**config.mk**
```make
export PLATFORM = sky130hd
export DESIGN_NAME = float_multiplier_pipe
export DESIGN_NICKNAME = d
export VERILOG_FILES = /design/src/rtl/float_multiplier_pipe.sv
export SDC_FILE = /design/constraint.sdc
export NUM_CORES = 2
export LEC_CHECK = 0
export CAP_MARGIN = 40
export CORE_MARGIN = 2
export CORE_UTILIZATION = 58
export CTS_CLUSTER_SIZE = 24
export DETAILED_ROUTE_END_ITERATION = 12
export PLACE_DENSITY = 0.91
export SLEW_MARGIN = 30
export SYNTH_ARGS = -nofsm -noshare
export SYNTH_HDL_FRONTEND = slang
export SYNTH_SLANG_ARGS = --single-unit
```
**constraint.sdc**
```tcl
create_clock -name clk -period 6.3 [get_ports clk]
set_input_delay 1.26 -clock clk [delete_from_list [all_inputs] [get_ports clk]]
set_output_delay 1.26 -clock clk [all_outputs]
set_load 0.01 [all_outputs]
```
**src/rtl/float_multiplier_pipe.sv**
```systemverilog
// Three-stage pipelined floating-point multiplier with valid/ready flow control and exception flags.
// Define FPMUL_ROUND_NEAREST_EN for round-to-nearest-even; the default build truncates and jams.
`timescale 1ns/1ps
module float_multiplier_pipe #(
    parameter int EXP_W = 8,
    parameter int MAN_W = 23
) (
    input  logic                   clk,
    input  logic                   rst,
    input  logic                   in_valid,
    output logic                   in_ready,
    input  logic [EXP_W+MAN_W:0]   in_a,
    input  logic [EXP_W+MAN_W:0]   in_b,
    output logic                   out_valid,
    input  logic                   out_ready,
    output logic [EXP_W+MAN_W:0]   out_data,
    output logic [3:0]             out_flags
);
    localparam int W      = 1 + EXP_W + MAN_W;
    localparam int SIG_W  = MAN_W + 1;
    localparam int PROD_W = 2 * SIG_W;
    localparam int DISC_W = PROD_W - MAN_W - 1;
    localparam int ESUM_W = EXP_W + 2;
    localparam logic signed [ESUM_W-1:0] BIAS   = ESUM_W'(2**(EXP_W-1) - 1);
    localparam logic signed [ESUM_W-1:0] E_MAX  = ESUM_W'(2**EXP_W - 1);
    localparam logic signed [ESUM_W-1:0] E_ZERO = '0;
    localparam logic [EXP_W-1:0]         EXP_ONES = '1;

    typedef enum logic [1:0] {K_NORM, K_NAN, K_INF, K_ZERO} kind_t;

    logic                     en;
    logic                     sa, sb;
    logic [EXP_W-1:0]         ea, eb;
    logic [MAN_W-1:0]         fa, fb;
    logic                     a_zero, b_zero, a_inf, b_inf, a_nan, b_nan;
    kind_t                    kind_in;

    logic                     s1_valid, s1_sign;
    kind_t                    s1_kind;
    logic signed [ESUM_W-1:0] s1_esum;
    logic [SIG_W-1:0]         s1_ma, s1_mb;

    logic                     s2_valid, s2_sign;
    kind_t                    s2_kind;
    logic signed [ESUM_W-1:0] s2_esum;
    logic [PROD_W-1:0]        s2_prod;

    logic                     msb, inexact, carry;
    logic [PROD_W-2:0]        norm;
    logic [MAN_W-1:0]         frac_t, frac_r;
    logic signed [ESUM_W-1:0] e_fin;
    logic [W-1:0]             res_data;
    logic [3:0]               res_flags;
`ifdef FPMUL_ROUND_NEAREST_EN
    logic                     guard, rnd, sticky, round_up;
`endif

    assign en       = !out_valid || out_ready;
    assign in_ready = en;

    assign {sa, ea, fa} = in_a;
    assign {sb, eb, fb} = in_b;
    assign a_zero = (ea == '0);
    assign b_zero = (eb == '0);
    assign a_inf  = (ea == EXP_ONES) && (fa == '0);
    assign b_inf  = (eb == EXP_ONES) && (fb == '0);
    assign a_nan  = (ea == EXP_ONES) && (fa != '0);
    assign b_nan  = (eb == EXP_ONES) && (fb != '0);

    always_comb begin
        kind_in = K_NORM;
        if (a_nan || b_nan || (a_inf && b_zero) || (b_inf && a_zero))
            kind_in = K_NAN;
        else if (a_inf || b_inf)
            kind_in = K_INF;
        else if (a_zero || b_zero)
            kind_in = K_ZERO;
    end

    // Normalise so the leading one sits just above the fraction field.
    assign msb     = s2_prod[PROD_W-1];
    assign norm    = msb ? s2_prod[PROD_W-2:0] : {s2_prod[PROD_W-3:0], 1'b0};
    assign frac_t  = norm[PROD_W-2 -: MAN_W];
    assign inexact = |norm[DISC_W-1:0];

`ifdef FPMUL_ROUND_NEAREST_EN
    assign guard    = norm[DISC_W-1];
    assign rnd      = norm[DISC_W-2];
    assign sticky   = |norm[DISC_W-3:0];
    assign round_up = guard && (rnd || sticky || frac_t[0]);
    assign {carry, frac_r} = {1'b0, frac_t} + (MAN_W+1)'(round_up);
`else
    assign carry  = 1'b0;
    assign frac_r = frac_t | MAN_W'(inexact);
`endif

    assign e_fin = s2_esum + ESUM_W'(msb) + ESUM_W'(carry);

    always_comb begin
        res_data  = '0;
        res_flags = '0;
        case (s2_kind)
            K_NAN: begin
                res_data  = {1'b0, EXP_ONES, 1'b1, {(MAN_W-1){1'b0}}};
                res_flags = 4'b1000;
            end
            K_INF:  res_data = {s2_sign, EXP_ONES, {MAN_W{1'b0}}};
            K_ZERO: res_data = {s2_sign, {(W-1){1'b0}}};
            default: begin
                if (e_fin >= E_MAX) begin
                    res_data  = {s2_sign, EXP_ONES, {MAN_W{1'b0}}};
                    res_flags = 4'b0101;
                end else if (e_fin <= E_ZERO) begin
                    res_data  = {s2_sign, {(W-1){1'b0}}};
                    res_flags = 4'b0011;
                end else begin
                    res_data  = {s2_sign, e_fin[EXP_W-1:0], frac_r};
                    res_flags = {3'b000, inexact};
                end
            end
        endcase
    end

    always_ff @(posedge clk) begin
        if (rst) begin
            s1_valid  <= 1'b0;
            s2_valid  <= 1'b0;
            out_valid <= 1'b0;
            out_data  <= '0;
            out_flags <= '0;
        end else if (en) begin
            s1_valid  <= in_valid;
            s2_valid  <= s1_valid;
            out_valid <= s2_valid;
            if (s2_valid) begin
                out_data  <= res_data;
                out_flags <= res_flags;
            end
        end
    end

    // Datapath registers carry no reset; the valid bits qualify them.
    always_ff @(posedge clk) begin
        if (en) begin
            s1_sign <= sa ^ sb;
            s1_kind <= kind_in;
            s1_esum <= ESUM_W'(ea) + ESUM_W'(eb) - BIAS;
            s1_ma   <= {1'b1, fa};
            s1_mb   <= {1'b1, fb};
            s2_sign <= s1_sign;
            s2_kind <= s1_kind;
            s2_esum <= s1_esum;
            s2_prod <= PROD_W'(s1_ma) * PROD_W'(s1_mb);
        end
    end

endmodule

```
After elaboration in Yosys (flattened, before gate mapping)
Index checks and enable logic that the tools add are counted.

word-level totals
  register bits = 159
  logic and storage cells = 58
  bits of input ports = 68
  output and inout bits = 38

cells by class
  $add $sub $neg = 3
  equal/unequal tests = 5
  mux-type cells = 9
  $mul = 1
  reductions and logical operators = 22
  magnitude comparators = 2
  bitwise gates (word level) = 2

operator list
  cell                                                                               number
  32-bit case mux with 3 select lines                                                1
  31-bit 2-to-1 mux                                                                  2
  24-bit by 24-bit multiplier with 48-bit output                                     1
  47-bit 2-to-1 mux                                                                  1
  23-bit logical NOT                                                                 2
  23-bit nonzero test                                                                2
  24-bit OR reduction                                                                1
  23-bit by 1-bit bitwise OR with 23-bit output                                      1
  8-bit == test, second input constant                                               2
  8-bit logical NOT                                                                  2
  10-bit by 1-bit adder with 10-bit output                                           1
  10-bit by 9-bit >= comparator with 1-bit output, second input constant             1
  10-bit by 1-bit less-or-equal comparator with 1-bit output, second input constant  1
  9-bit by 7-bit subtractor with 10-bit output, second input constant                1
  8-bit by 8-bit adder with 9-bit output                                             1
  4-bit case mux with 2 select lines                                                 1
  1-bit logical AND                                                                  6
  1-bit logical OR                                                                   6
  2-bit 2-to-1 mux                                                                   3
  2-bit == test, second input constant                                               2
  3-bit 2-to-1 mux                                                                   1
  2-bit by 1-bit == test with 1-bit output, second input constant                    1
  2-bit AND reduction                                                                1
  2-bit OR reduction                                                                 1
  other kinds (2)                                                                    2

Longest topological paths before layout
  depth in word-level cells = 6
  mapped depth = 27
  gate-level depth less buffers = 25

Least setup slack after synthesis
Ideal clock, no wire load.

  path kind = register -> register
  start point = register s1_ma[13]
  end point = register s2_prod[40], data pin
  slack = -577 ps
  period minus slack after synthesis = 6877 ps
  required time = 6040 ps
  path buffers = 1
  cell stages (with the launch flop) = 27
  setup time = 260 ps
  arrival time = 6617 ps
  cells stage by stage = edfxtp_1 clkbuf_1 nand2_1 fa_1 inv_1 fa_1 inv_1 fa_1 inv_1 fa_1 inv_1 fa_1 inv_1 fa_1 inv_1 fa_1 inv_1 ha_1 a21oi_2 nand2_1 a221oi_4 a2111oi_4 o211a_1 a221o_2 or2_1 a21oi_2 xnor2_1

between the ends
  longest elaborated chain between the ends = 1

RTL lines
  what                                            RTL line  text
  start: declaration                              41        logic [SIG_W-1:0] s1_ma, s1_mb;
  start signal: assignment                        148       s1_ma <= {1'b1, fa};
  24-bit by 24-bit multiplier with 48-bit output  153       s2_prod <= PROD_W'(s1_ma) * PROD_W'(s1_mb);
  end signal: assignment                          153
  end: declaration                                46        logic [PROD_W-1:0] s2_prod;

Every way passes these cells.
A chain may end at the register's enable or synchronous reset.

Worst setup path in the final report
  start point = register s1_mb[2]
  end point = register s2_prod[40], data pin

between the ends
  longest elaborated chain between the ends = 1

RTL lines
  what                                            RTL line  text
  start: declaration                              41
  start signal: assignment                        149       s1_mb <= {1'b1, fb};
  24-bit by 24-bit multiplier with 48-bit output  153

Every way passes these cells.

==> flow_metrics.py <==
metrics = {
    "cts": {
        "cts_buffer_depth": 2,
        "clkTransAtPathRegs_ns": 0.08,
        "clockRootBuffer": "clkbuf_16",
        "cts_made_buffers": 17,
        "cts_tree": "yes",
        "clkSinkCount": 159,
        "cts_max_level": 4,
        "insertion_delay_ns": 0.48,
        "hold_buffers": 0,
    },
    "global_route": {
        "antenna_found_initial": 1,
        "grt_max_degree": 53,
        "grt_first_pass_wirelength_mm": 118,
        "grt_overflow": 0,
        "grtUsageTotal_pct": 35.2,
        "grt_pass1_vias": 22300,
    },
    "worst_setup_path": {
        "cp_common_cell": "fa_1",
        "crit_path_top_delay_cell": "fa_1",
        "rr_startpoint": "s1_mb[2]",
        "end_kind": "flop",
        "cpPeakStageDelay_ns": 0.52,
        "critPathBufInv": 8,
        "critPathArrivalTime_ns": 7.34,
        "reg2reg_slack_ns": -0.82,
        "crit_family": "adder cells",
        "crit_fanout": 4,
        "cp.required_ns": 6.52,
        "reg2reg_depth": 26,
        "critical_path.startpoint_type": "flop",
        "worstSetupPathType": "reg -> reg",
        "reg2reg_to": "s2_prod[40]",
    },
    "status": {
        "violations": "setup timing",
        "status": "finished, violations left",
    },
    "sta": {
        "finalCriticalPeriod_ns": 7.12,
        "rsz0062_at_grt": "true",
        "skew_ns": 0.0176,
        "maxSlewViolCount": 0,
        "final_hold_viol_count": 0,
        "worstMarginPinSlew_ns": 0.847,
        "slew_headroom_pct": 43.5,
        "fmax_mhz": 141,
        "setup_tns_ns": -15.50,
        "setup_viol_count_final": 30,
        "post-route-period-util_pct": 113,
        "setup_ws_ns": -0.817,
    },
    "synthesis": {
        "synthesis.nets": 3307,
        "netlist_instances": 2562,
        "synth_top_area_cell": "fa_1",
        "synthTopCellsByArea": "fa_1 (39%), edfxtp_1 (14%), ha_1 (9.7%)",
        "post_synth.cell_area_avg_sq_um": 9.72,
        "ys_warn_count": 0,
        "syn_area_sq_um": 24900,
        "ys_seq_area_share_pct": 17.6,
        "ys_ff_latch": 159,
        "synth_enable_flop_cells": 120,
        "ys_types": 73,
        "synthArstFlopShare_pct": 0,
        "ys.flop_type": "edfxtp_1",
        "yosys.area.top_type_share_pct": 38.8,
    },
    "worst_hold_path": {
        "min_to": "s2_sign",
        "hold_path_depth": 0,
        "hold_path_class": "reg -> reg",
        "hp-start": "s1_sign",
    },
    "layout": {
        "nFillCells": 2473,
        "drive_gt1_share_pct": 18.5,
        "final_common_cell": "inv_1",
        "antenna_cells": 0,
        "area_growth_pct": 22.8,
        "mostFrequentLayoutCells": "inv_1 (557), fa_1 (463), nand2_1 (305)",
        "fin_nets": 3656,
        "final_core_util_pct": 72.6,
        "final_area_sq_um": 30600,
    },
    "floorplanning": {
        "num_rows": 75,
        "fp.dieW_um": 211,
        "coreArea_sq_um": 42100,
        "pin_count": 106,
        "fp.dieH_um": 211,
        "initial_core_util_pct": 59.1,
        "die_area_sq_um": 44600,
    },
    "route": {
        "first_iter_violations": 2075,
        "vias_per_cell": 5.89,
        "num_vias": 20400,
        "first_pass_iters": 7,
        "wl_mm": 78.7,
        "antenna_left": 0,
        "drc": 0,
        "wire_per_inst_um": 22.7,
    },
    "placement": {
        "portBuffers": 105,
        "pre_cts_slack_ns": -0.819,
        "gp_congestion": 1.03,
        "dp_hpwl_mm": 59.2,
        "place_area_sq_um": 28400,
    },
    "flow_run": {
        "cap_viol_max_count": 0,
    },
}
==> layer usage <==
metal | share of wire (%) | wire [um] | vias to the layer above | GRT usage, %
met2 | 48 | 37800 | 1463 | 58.7
met3 | 11 | 8440 | 447 | 8.98
li1 | - | - | 8470 | -
met4 | 7.9 | 6240 | 2 | 22.2
met1 | 33 | 26200 | 10000 | 40.8
met5 | 0.014 | 11 | - | 0
==> worst max-delay path by stage <==
stage          startpoint           to  cells after the start
2_1_floorplan    s1_mb[7]  s2_prod[47]                     25
3_3_place_gp     s1_ma[9]  s2_prod[47]                     25
3_5_place_dp     s1_ma[9]  s2_prod[47]                     25
4_1_cts          s1_mb[6]  s2_prod[40]                     26
5_1_grt          s1_mb[2]  s2_prod[40]                     26
6_report         s1_mb[2]  s2_prod[40]                     26
==> registers in the layout (all words and copies together) (netlist names), 2 cells and up <==
signal and flops:
s1_kind 2, s1_mb 23, s1_esum 10, s2_prod 48
s2_esum 10, out_data 32, s2_kind 2, out_flags 4
s1_ma 23
==> cells in the mapped netlist (8+ instances only) <==
| library cell | number |
|---|---|
| dfxtp_1 | 39 |
| clkbuf_1 | 105 |
| nor4_1 | 18 |
| nor2_1 | 77 |
| nand2b_1 | 9 |
| nor3_1 | 8 |
| nor2b_1 | 10 |
| xor2_1 | 15 |
| a21o_1 | 19 |
| mux2i_1 | 24 |
| ha_1 | 194 |
| edfxtp_1 | 120 |
| xnor2_1 | 42 |
| fa_1 | 483 |
| a21oi_1 | 71 |
| nand2_1 | 314 |
| and2_1 | 245 |
| nand4_1 | 16 |
| inv_1 | 585 |
| nand3_1 | 18 |
| o21ai_0 | 45 |
==> cell type report <==
cell class	instances	area, sq um	share of cell area, %
inverters	588	2220	7.25
flip-flops and latches	159	4380	14.3
clock buffers	17	425	1.39
multi-input cells	1704	18600	60.9
clock inverters	15	220	0.720
repair buffers	441	4050	13.2
well taps	539	674	2.21
==> worst reg2reg max path, cell delays in order (launching register included) <==
cell and delay, ns:
edfxtp_1 0.51, buf_6 0.18, and2_4 0.13, fa_1 0.48
fa_1 0.51, inv_2 0.04, fa_1 0.49, inv_2 0.04
fa_1 0.48, inv_1 0.05, fa_1 0.48, inv_1 0.05
fa_1 0.52, inv_2 0.06, fa_1 0.52, inv_2 0.05
ha_4 0.23, buf_6 0.13, a21oi_4 0.14, nand2_2 0.10
a221oi_4 0.40, a2111oi_4 0.14, o211a_1 0.30, a221o_2 0.39
or2_1 0.24, a21oi_2 0.13, xnor2_1 0.07
==> stage by stage <==
step                      hold WS (ns)  instances
after floorplan                  0.400       2562
after global placement           0.404       3348
after detailed placement         0.405       3351
after CTS                        0.421       3446
after global routing             0.428       3463
final                            0.424       3463
==> cells by family (layout without fill, tap and decap cells) <==
family,count (synthesis),in the layout,synth area share (%)
multiplexers,25,25,1.01
flip-flops,159,159,17.6
buffers and inverters,699,1061,10.6
AO/OA/AOI/OAI,200,200,5.29
XOR/XNOR,57,57,2.01
adder cells (fa/ha/maj),677,677,48.6
AND/OR/NAND/NOR,745,745,14.9
==> repair_timing <==
item,CTS,global route
gates resized for setup,143,105
buffers inserted,64,25
endpoints found under the setup margin,30,35
endpoints found under the hold margin,0,0
pin swaps,105,65
Power is not shown: default switching activity piles up to over one toggle a cycle in this logic, so the estimate is an artifact.
